### config.mk
export PLATFORM = sky130hd
export DESIGN_NAME = mips_fetch_unit
export DESIGN_NICKNAME = d
export VERILOG_FILES = /design/src/rtl/mips_pkg.sv /design/src/rtl/fetch_fifo.sv /design/src/rtl/mips_fetch_unit.sv
export SDC_FILE = /design/constraint.sdc
export NUM_CORES = 1
export LEC_CHECK = 0
export ABC_AREA = 1
export CAP_MARGIN = 20
export CORE_MARGIN = 5
export CORE_UTILIZATION = 53
export DETAILED_ROUTE_END_ITERATION = 10
export GPL_TIMING_DRIVEN = 0
export PLACE_DENSITY = 0.75
export SLEW_MARGIN = 30
export SYNTH_ARGS = -nofsm -noshare
export SYNTH_HDL_FRONTEND = slang
export SYNTH_HIERARCHICAL = 1
export SYNTH_SLANG_ARGS = --single-unit
### constraint.sdc
create_clock -name clk -period 4.9 [get_ports clk]
set_input_delay 0.49 -clock clk [delete_from_list [all_inputs] [get_ports clk]]
set_output_delay 0.49 -clock clk [all_outputs]
set_load 0.01 [all_outputs]
### src/rtl/mips_pkg.sv
// mips_pkg: shared fetch-state type and instruction size
package mips_pkg;
    typedef enum logic [1:0] {RUN, HALTING, HALTED} fetch_state_t;
    localparam int INST_BYTES = 4;
endpackage

### src/rtl/fetch_fifo.sv
// fetch_fifo: registered-output circular queue with synchronous flush
module fetch_fifo #(
    parameter int W = 64,
    parameter int DEPTH = 4
) (
    input  logic                     clk,
    input  logic                     rst_b,
    input  logic                     flush,
    input  logic                     push,
    input  logic                     pop,
    input  logic [W-1:0]             din,
    output logic [W-1:0]             dout,
    output logic [$clog2(DEPTH):0]   count
);
    localparam int AW = $clog2(DEPTH);
    localparam int CW = AW + 1;
    logic [W-1:0] mem [DEPTH];
    logic [AW-1:0] rd_ptr, wr_ptr;
    logic do_push, do_pop;
    assign do_pop = pop && count != '0;
    assign do_push = push && (count != CW'(DEPTH) || do_pop);
    assign dout = mem[rd_ptr];
    always_ff @(posedge clk)
        if (do_push && !flush) mem[wr_ptr] <= din;
    always_ff @(posedge clk or negedge rst_b)
        if (!rst_b) begin
            rd_ptr <= '0;
            wr_ptr <= '0;
            count <= '0;
        end else if (flush) begin
            rd_ptr <= '0;
            wr_ptr <= '0;
            count <= '0;
        end else begin
            rd_ptr <= rd_ptr + AW'(do_pop);
            wr_ptr <= wr_ptr + AW'(do_push);
            count <= count + CW'(do_push) - CW'(do_pop);
        end
endmodule

### src/rtl/mips_fetch_unit.sv
// mips_fetch_unit: credit-limited instruction fetch with redirect drop and halt
module mips_fetch_unit import mips_pkg::*; #(
    parameter int XLEN = 32,
    parameter int DEPTH = 4,
    parameter logic [XLEN-1:0] RESET_PC = '0
) (
    input  logic            clk,
    input  logic            rst_b,
    output logic            imem_req,
    output logic [XLEN-1:0] imem_addr,
    input  logic            imem_gnt,
    input  logic            imem_rvalid,
    input  logic [31:0]     imem_rdata,
    output logic            inst_valid,
    output logic [31:0]     inst,
    output logic [XLEN-1:0] inst_pc,
    input  logic            inst_ready,
    input  logic            redirect_valid,
    input  logic [XLEN-1:0] redirect_pc,
    input  logic            halt,
    output logic            halted
);
    localparam int CW = $clog2(DEPTH) + 2;
    localparam logic [XLEN-1:0] STEP = XLEN'(INST_BYTES);
    logic [XLEN-1:0] fetch_pc, resp_pc, target;
    logic [CW-1:0] outstanding, drop_cnt, out_nxt;
    logic [CW-2:0] count;
    logic [31+XLEN:0] head;
    fetch_state_t state, state_nxt;
    logic flush, rv, push, pop, grant;
    always_comb begin
        flush = state == RUN && redirect_valid && !halt;
        rv = imem_rvalid && outstanding != '0;
        push = rv && drop_cnt == '0;
        imem_req = rst_b && state == RUN && !redirect_valid && !halt &&
                   (CW'(count) + outstanding - drop_cnt < CW'(DEPTH));
        grant = imem_req && imem_gnt;
        out_nxt = outstanding + CW'(grant) - CW'(rv);
        state_nxt = (state == RUN && halt) ? HALTING :
                    (state == HALTING && out_nxt == '0) ? HALTED : state;
        target = redirect_pc & ~XLEN'(3);
        inst_valid = count != '0;
        pop = inst_valid && inst_ready;
        inst = inst_valid ? head[31+XLEN:XLEN] : '0;
        inst_pc = inst_valid ? head[XLEN-1:0] : RESET_PC;
    end
    assign imem_addr = fetch_pc;
    fetch_fifo #(.W(32 + XLEN), .DEPTH(DEPTH)) u_fifo (
        .clk(clk),
        .rst_b(rst_b),
        .flush(flush),
        .push(push),
        .pop(pop),
        .din({imem_rdata, resp_pc}),
        .dout(head),
        .count(count)
    );
    always_ff @(posedge clk or negedge rst_b)
        if (!rst_b) begin
            fetch_pc <= RESET_PC;
            resp_pc <= RESET_PC;
            outstanding <= '0;
            drop_cnt <= '0;
            state <= RUN;
            halted <= 1'b0;
        end else begin
            outstanding <= out_nxt;
            state <= state_nxt;
            halted <= state_nxt == HALTED;
            // the response arriving with the redirect is consumed now, so it is not counted for dropping
            fetch_pc <= flush ? target : grant ? fetch_pc + STEP : fetch_pc;
            resp_pc <= flush ? target : push ? resp_pc + STEP : resp_pc;
            drop_cnt <= flush ? outstanding - CW'(rv) : (rv && drop_cnt != '0) ? drop_cnt - 1'b1 : drop_cnt;
        end
endmodule

==> results.toml, run 1 <==
[status]
status = "complete, no violations"

[critical_path]
worstReg2RegStart = "outstanding[1]$_DFF_PN0_"
cp_cell_sequence = "inv_1 > fa_1 > inv_1 > ha_1 > nand2_1 > o21ai_1 > nand3_1 > nand2_1 > nand3_2 > buf_4 > ha_1 > inv_1 > ha_1 > fa_1 > nor4_1 > nand2_1 > nand2_1 > nand2_1"
start_kind = "register"
max_stage_delay_ns = 0.56
rrSetupSlack_ns = 0.99
rr_worst_depth = 18
critPathKind = "reg2reg"
worstPathArrival_ns = 4.31
crit_start = "outstanding[1]$_DFF_PN0_"
crit_path_frequent_cell = "nand2_1"
cp_slowest_cell = "fa_1"
endpoint_kind = "register"
path_max_fanout = 10
cp_data_required_time_ns = 5.30

[synth]
yosys.area_share.simple_pct = 19.9
yosysWarningCount = 6
synthXorXnorAreaFrac_pct = 0.854
async_flop_share_pct = 23.4
synth.area.mux_share_pct = 0
synthFlopType = "edfxtp_1"
synth_seq_cells = 334
synth.avg_cell_area_um2 = 9.24
synth.largest_area_cell = "edfxtp_1"
synth_top_cell_area_share_pct = 46.8
synth_cell_types = 45
synth_cells = 1776
seq_area_frac_synth_pct = 58.7
syn_area_um2 = 16400
synth_fa_ha_area_share_pct = 1.86
synth-edff-count = 256
synth_compound_area_share_pct = 9.66
synth_top_family_by_area = "simple AND/OR/NAND/NOR gates"
synth_area_leaders = "edfxtp_1, dfrtp_1, nand2_1, inv_1, nor2_1"

[cts]
clockRootBuffer = "clkbuf_16"
clk_pin_slew_ns = 0.06
cts.sinks = 334
clk_path_buf_depth = 3
cts_tree = "built"
htreeDepth = 2
cts_buffers = 35
clkLatencyLatePin_ns = 0.51
cts_resized = 0

[layout]
postLayoutCellArea_um2 = 20100
final_cells = 2423
syn2layout_area_growth_pct = 22.2
utilization_pct = 65.6
nets = 2096
drive_gt1_share_pct = 8.68
diodes = 0

[route]
drtIter0Drc = 882
drt_pass1_iterations = 5
wl_um = 41700
viasPerCell = 5.30
postRouteAntennaNets = 0
drcViolationCount = 0
via_count = 12800
wl_per_cell_um = 17.2

[placement]
hpwl_um = 29100
placed_area_um2 = 19000
placed_cells = 2361
gp_congestion = 0.871
portBuffers = 165

[die]
die_area_um2 = 34600
fp.dieH_um = 186
die_w_um = 186
rows = 64
core-area_um2 = 30600
start_util_pct = 53.6
pin_count = 170

[grt]
grt_pass1_vias = 12700
antenna_found_initial = 0
grt_overflow = 0
grt_max_degree = 62
grt.total_usage_pct = 24.0
grt_pass1_wl_um = 65300

[sta]
finalHoldViolCount = 0
clock_skew_ns = 0.0139
finalCriticalPeriod_ns = 3.91
finalSetupViolations = 0
max_slew_margin_pct = 41.8
fmax_mhz = 256
hold_ws_ns = 0.382
rsz0062_at_grt = "no"
tightest_slew_ns = 0.867
final_max_slew_viol_count = 0
finalCritPeriodShare_pct = 79.8

[hold_path]
min_path_type = "in2async"

[power_and_ir_drop]
power_uw = 10500
peakVddDrop_mv = 0.245
p_leak_uw = 0.00855
p_per_area_nw_per_um2 = 522

[job]
cap_violations = 0
[critical path, delay by kind of cell, from the launching register on]
kind / cells / cell delay [ns]
buffers and inverters: 4 / 0.50
DFF: 1 / 0.35
adders and majority gates: 5 / 1.82
and+or+nand+nor: 8 / 0.97
AOI/OAI and AO/OA: 1 / 0.18
[placed cells by master (no fill, tap or decap), drive strengths merged]
cell,netlist,final
nand2,469,469
inv,274,274
edfxtp,256,256
nor2,198,198
clkdlybuf4s50,0,164
a21oi,92,92
o21ai,88,88
nand3,87,87
buf,71,87
dfrtp,78,78
o211ai,69,69
clkbuf,6,48
ha,18,18
clkinv,1,18
xor2,11,11
nand3b,11,11
conb,1,10
a31oi,8,8
o21bai,7,7
xnor2,5,5
and2,5,5
fa,4,4
nand4,3,3
nor3,3,3
o21a,3,3
a22oi,2,2
or2,2,2
bufinv,0,2
nor4,1,1
o31ai,1,1
a31o,1,1
o22ai,1,1
dlygate4sd3,0,1
[sequential cells by signal, summed over array words and instances, names as in the netlist]
signal and count:
u_fifo/rd_ptr 2, u_fifo/mem 256, imem_addr 30, drop_cnt 4, outstanding 4, u_fifo/count 3, resp_pc 30, state 2
u_fifo/wr_ptr 2, halted 1
[per-layer routing]
metal  up-vias  track usage (%)  wire length, um
met2       504             40.8            20300
met3        84             3.65             3070
li1       6227                -                -
met1      6031             32.2            17200
met5         -                0                0
met4         0             7.32             1150
[final timing paths]
| check | endpoint |
|---|---|
| setup / recovery | state[0]$_DFF_PN0_ |
| setup reg to reg | state[0]$_DFF_PN0_ |
| hold / removal | imem_addr[29]$_DFFE_PN0N_ |
| min in group clk | state[0]$_DFF_PN0_ |
| hold reg to reg | halted$_DFF_PN0_ |
| max in group asynchronous | outstanding[3]$_DFF_PN0_ |
[cells in the mapped netlist (7+ instances only)]
library cell / count
nor2_1: 179
nand2_2: 7
o21ai_0: 71
o211ai_1: 69
nand3b_1: 11
inv_1: 268
ha_1: 18
nand3_1: 82
nor2_4: 8
o21bai_1: 7
buf_2: 48
nand2_1: 461
dfrtp_1: 78
nor2_2: 10
a31oi_1: 8
xor2_1: 11
edfxtp_1: 256
buf_4: 13
a21oi_1: 91
o21ai_1: 17
[through the flow]
stage | setup TNS, ns | setup slack (ns)
3_3_place_gp | -530.96 | -2.03
6_report | 0 | 0.990
2_1_floorplan | 0 | 0.403
5_1_grt | 0 | 0.742
4_1_cts | 0 | 0.983
3_5_place_dp | 0 | 1.01
[cell families after synthesis]
family / after synthesis
XOR/XNOR: 16
other: 1
buffers and inverters: 352
AND/OR/NAND/NOR: 779
AO/OA/AOI/OAI: 272
flip-flops: 334
adder cells (fa/ha/maj): 22
[area by class of cell]
| type | count | area, um2 |
|---|---|---|
| clock inverters | 19 | 159 |
| clock buffers | 42 | 902 |
| fillers | 2400 | 10500 |
| plain buffers | 77 | 437 |
| inverters | 275 | 1030 |
| well taps | 396 | 495 |
| flip-flops and latches | 334 | 9640 |
| repair buffers | 181 | 2030 |
| multi-input cells | 1099 | 5360 |
[power by group]
group / switching (uW) / internal (uW) / total [uW]
Sequential: 285 / 3430 / 3710
Clock: 1050 / 1420 / 2470
Combinational: 2440 / 1830 / 4270
[what timing repair did]
item / 4_1_cts / 5_1_grt
hold buffers: 1 / 0
buffers inserted: 0 / 0
hold endpoints to repair: 18 / 0
Power figures use the tool's default switching activity.
==> inputs of run 2 (changes only) <==
CORE_UTILIZATION = 52   (was 53)
PLACE_DENSITY = 0.77   (was 0.75)
clock period = 3.3 ns   (was 4.9 ns; I/O delays follow)
==> run 2 against run 1 <==
Net effect:
- the flow now finishes with violations (setup timing)
- via count grew 1.5%
- cell area is 1.4% higher
- sequential power is 49% higher
- highest routed layer unchanged
==> results.toml, run 2 (synthesis gave the netlist of run 1 again) <==
[die]
die_area_um2 = 35200
pin_count = 170
die_w_um = 188
fp.dieH_um = 188
core-area_um2 = 31400
start_util_pct = 52.3
rows = 65

[cts]
clk_path_buf_depth = 3
clockRootBuffer = "clkbuf_16"
htreeDepth = 2
cts_buffers = 35
clk_pin_slew_ns = 0.06
clkLatencyLatePin_ns = 0.51
cts_tree = "built"
cts.sinks = 334

[route]
postRouteAntennaNets = 0
viasPerCell = 5.34
via_count = 13000
drcViolationCount = 0
drtIter0Drc = 859
drt_pass1_iterations = 5
wl_per_cell_um = 17.4
wl_um = 42600

[status]
status = "complete, but fails checks"
violations = "setup timing"

[critical_path]
critPathKind = "reg2reg"
cp_data_required_time_ns = 3.69
endpoint_kind = "register"
worstPathArrival_ns = 3.76
rrSetupSlack_ns = -0.06
path_max_fanout = 4
start_kind = "register"

[sta]
tightest_slew_ns = 0.692
finalHoldViolCount = 0
hold_ws_ns = 0.234
fmax_mhz = 297
final_max_slew_viol_count = 0
finalSetupViolations = 1
worst_slack_ns = -0.0621
finalCritPeriodShare_pct = 102
rsz0062_at_grt = "yes"
max_slew_margin_pct = 53.7
finalCriticalPeriod_ns = 3.36
clock_skew_ns = 0.0164

[power_and_ir_drop]
p_leak_uw = 0.00865
peakVddDrop_mv = 0.442
p_per_area_nw_per_um2 = 801

[layout]
postLayoutCellArea_um2 = 20300
layout_common_cells = "nand2_1, inv_1, edfxtp_1"
layout_commonest_cell = "nand2_1"
fillers = 2399
largest-register = "u_fifo/mem"
drive_gt1_share_pct = 10.2
diodes = 0
register_area_um2 = 9640
nets = 2109
syn2layout_area_growth_pct = 24.0
largest_reg_flops = 256
utilization_pct = 64.8
multi_input_comb_area_um2 = 5460

[job]
cap_violations = 0

[grt]
antenna_found_initial = 0
grt_overflow = 0
grt.total_usage_pct = 23.8
grt_pass1_wl_um = 67300
grt_pass1_vias = 13200
grt_max_degree = 62

[placement]
post-place-ws_ns = -0.435
hpwl_um = 29200
placed_area_um2 = 19000
portBuffers = 165
gp_congestion = 0.873

[hold_path]
min_path_type = "in2async"
-- run 2: critical path: stages (launching register included) --
cell and delay, ns:
dfrtp_1 0.38, inv_2 0.05, fa_1 0.55, inv_2 0.05, ha_4 0.29, nand2_2 0.05
o21ai_2 0.15, nand3_1 0.11, nand2_2 0.10, nand3_4 0.09, ha_4 0.28, inv_2 0.03
ha_4 0.15, fa_2 0.48, nor4_2 0.23, nand2_1 0.12, nand2_1 0.08, nand2_1 0.05
-- run 2: final timing paths --
kind	end	startpoint	depth (start not counted)
min	imem_addr[29]$_DFFE_PN0N_	rst_b	2
min reg2reg	halted$_DFF_PN0_	state[0]$_DFF_PN0_	1
min in group clk	state[0]$_DFF_PN0_	halt	3
max reg2reg	state[0]$_DFF_PN0_	u_fifo/count[2]$_DFF_PN0_	17
max in group asynchronous	u_fifo/count[1]$_DFF_PN0_	rst_b	3
max	state[0]$_DFF_PN0_	u_fifo/count[2]$_DFF_PN0_	17
-- run 2: stage by stage --
step | total power, uW | TNS, ns | instances
after floorplan | 9240 | -49.63 | 1785
after global placement | 11700 | -590.63 | 2352
after detailed placement | 12000 | -1.19 | 2367
after CTS | 16200 | -0.165 | 2441
after global routing | 17300 | -0.605 | 2442
final | 16300 | -0.0621 | 2442
-- run 2: per-layer routing --
layer	track usage (%)	wire length, um	part of all wire (%)
met1	30.5	17100	40
met2	41.0	20700	49
met3	4.13	3530	8.3
met4	8.47	1320	3.1
met5	0	0	0
-- run 2: layout make-up --
| cell class | count | area share, % |
|---|---|---|
| Sequential cell | 334 | 47.4 |
| Multi-Input combinational cell | 1099 | 26.8 |
| Timing Repair Buffer | 195 | 10.5 |
| Inverter | 275 | 5.10 |
| Clock buffer | 41 | 4.42 |
| Tap cell | 402 | 2.47 |
| Buffer | 76 | 2.13 |
| Clock inverter | 20 | 1.19 |
-- run 2: repair_timing --
action | in CTS | in global routing
hold buffers | 1 | 0
hold endpoints to repair | 78 | 0
buffers inserted | 12 | 2
setup endpoints to repair | 47 | 4
gates resized for setup | 15 | 6
pin swaps | 9 | 11
-- run 2: where the power goes --
group | total, uW | switching, uW | internal (uW)
combinational | 6840 | 3870 | 2970
sequential | 5540 | 444 | 5090
clock | 3910 | 1570 | 2340
total | 16300 | 5880 | 10400
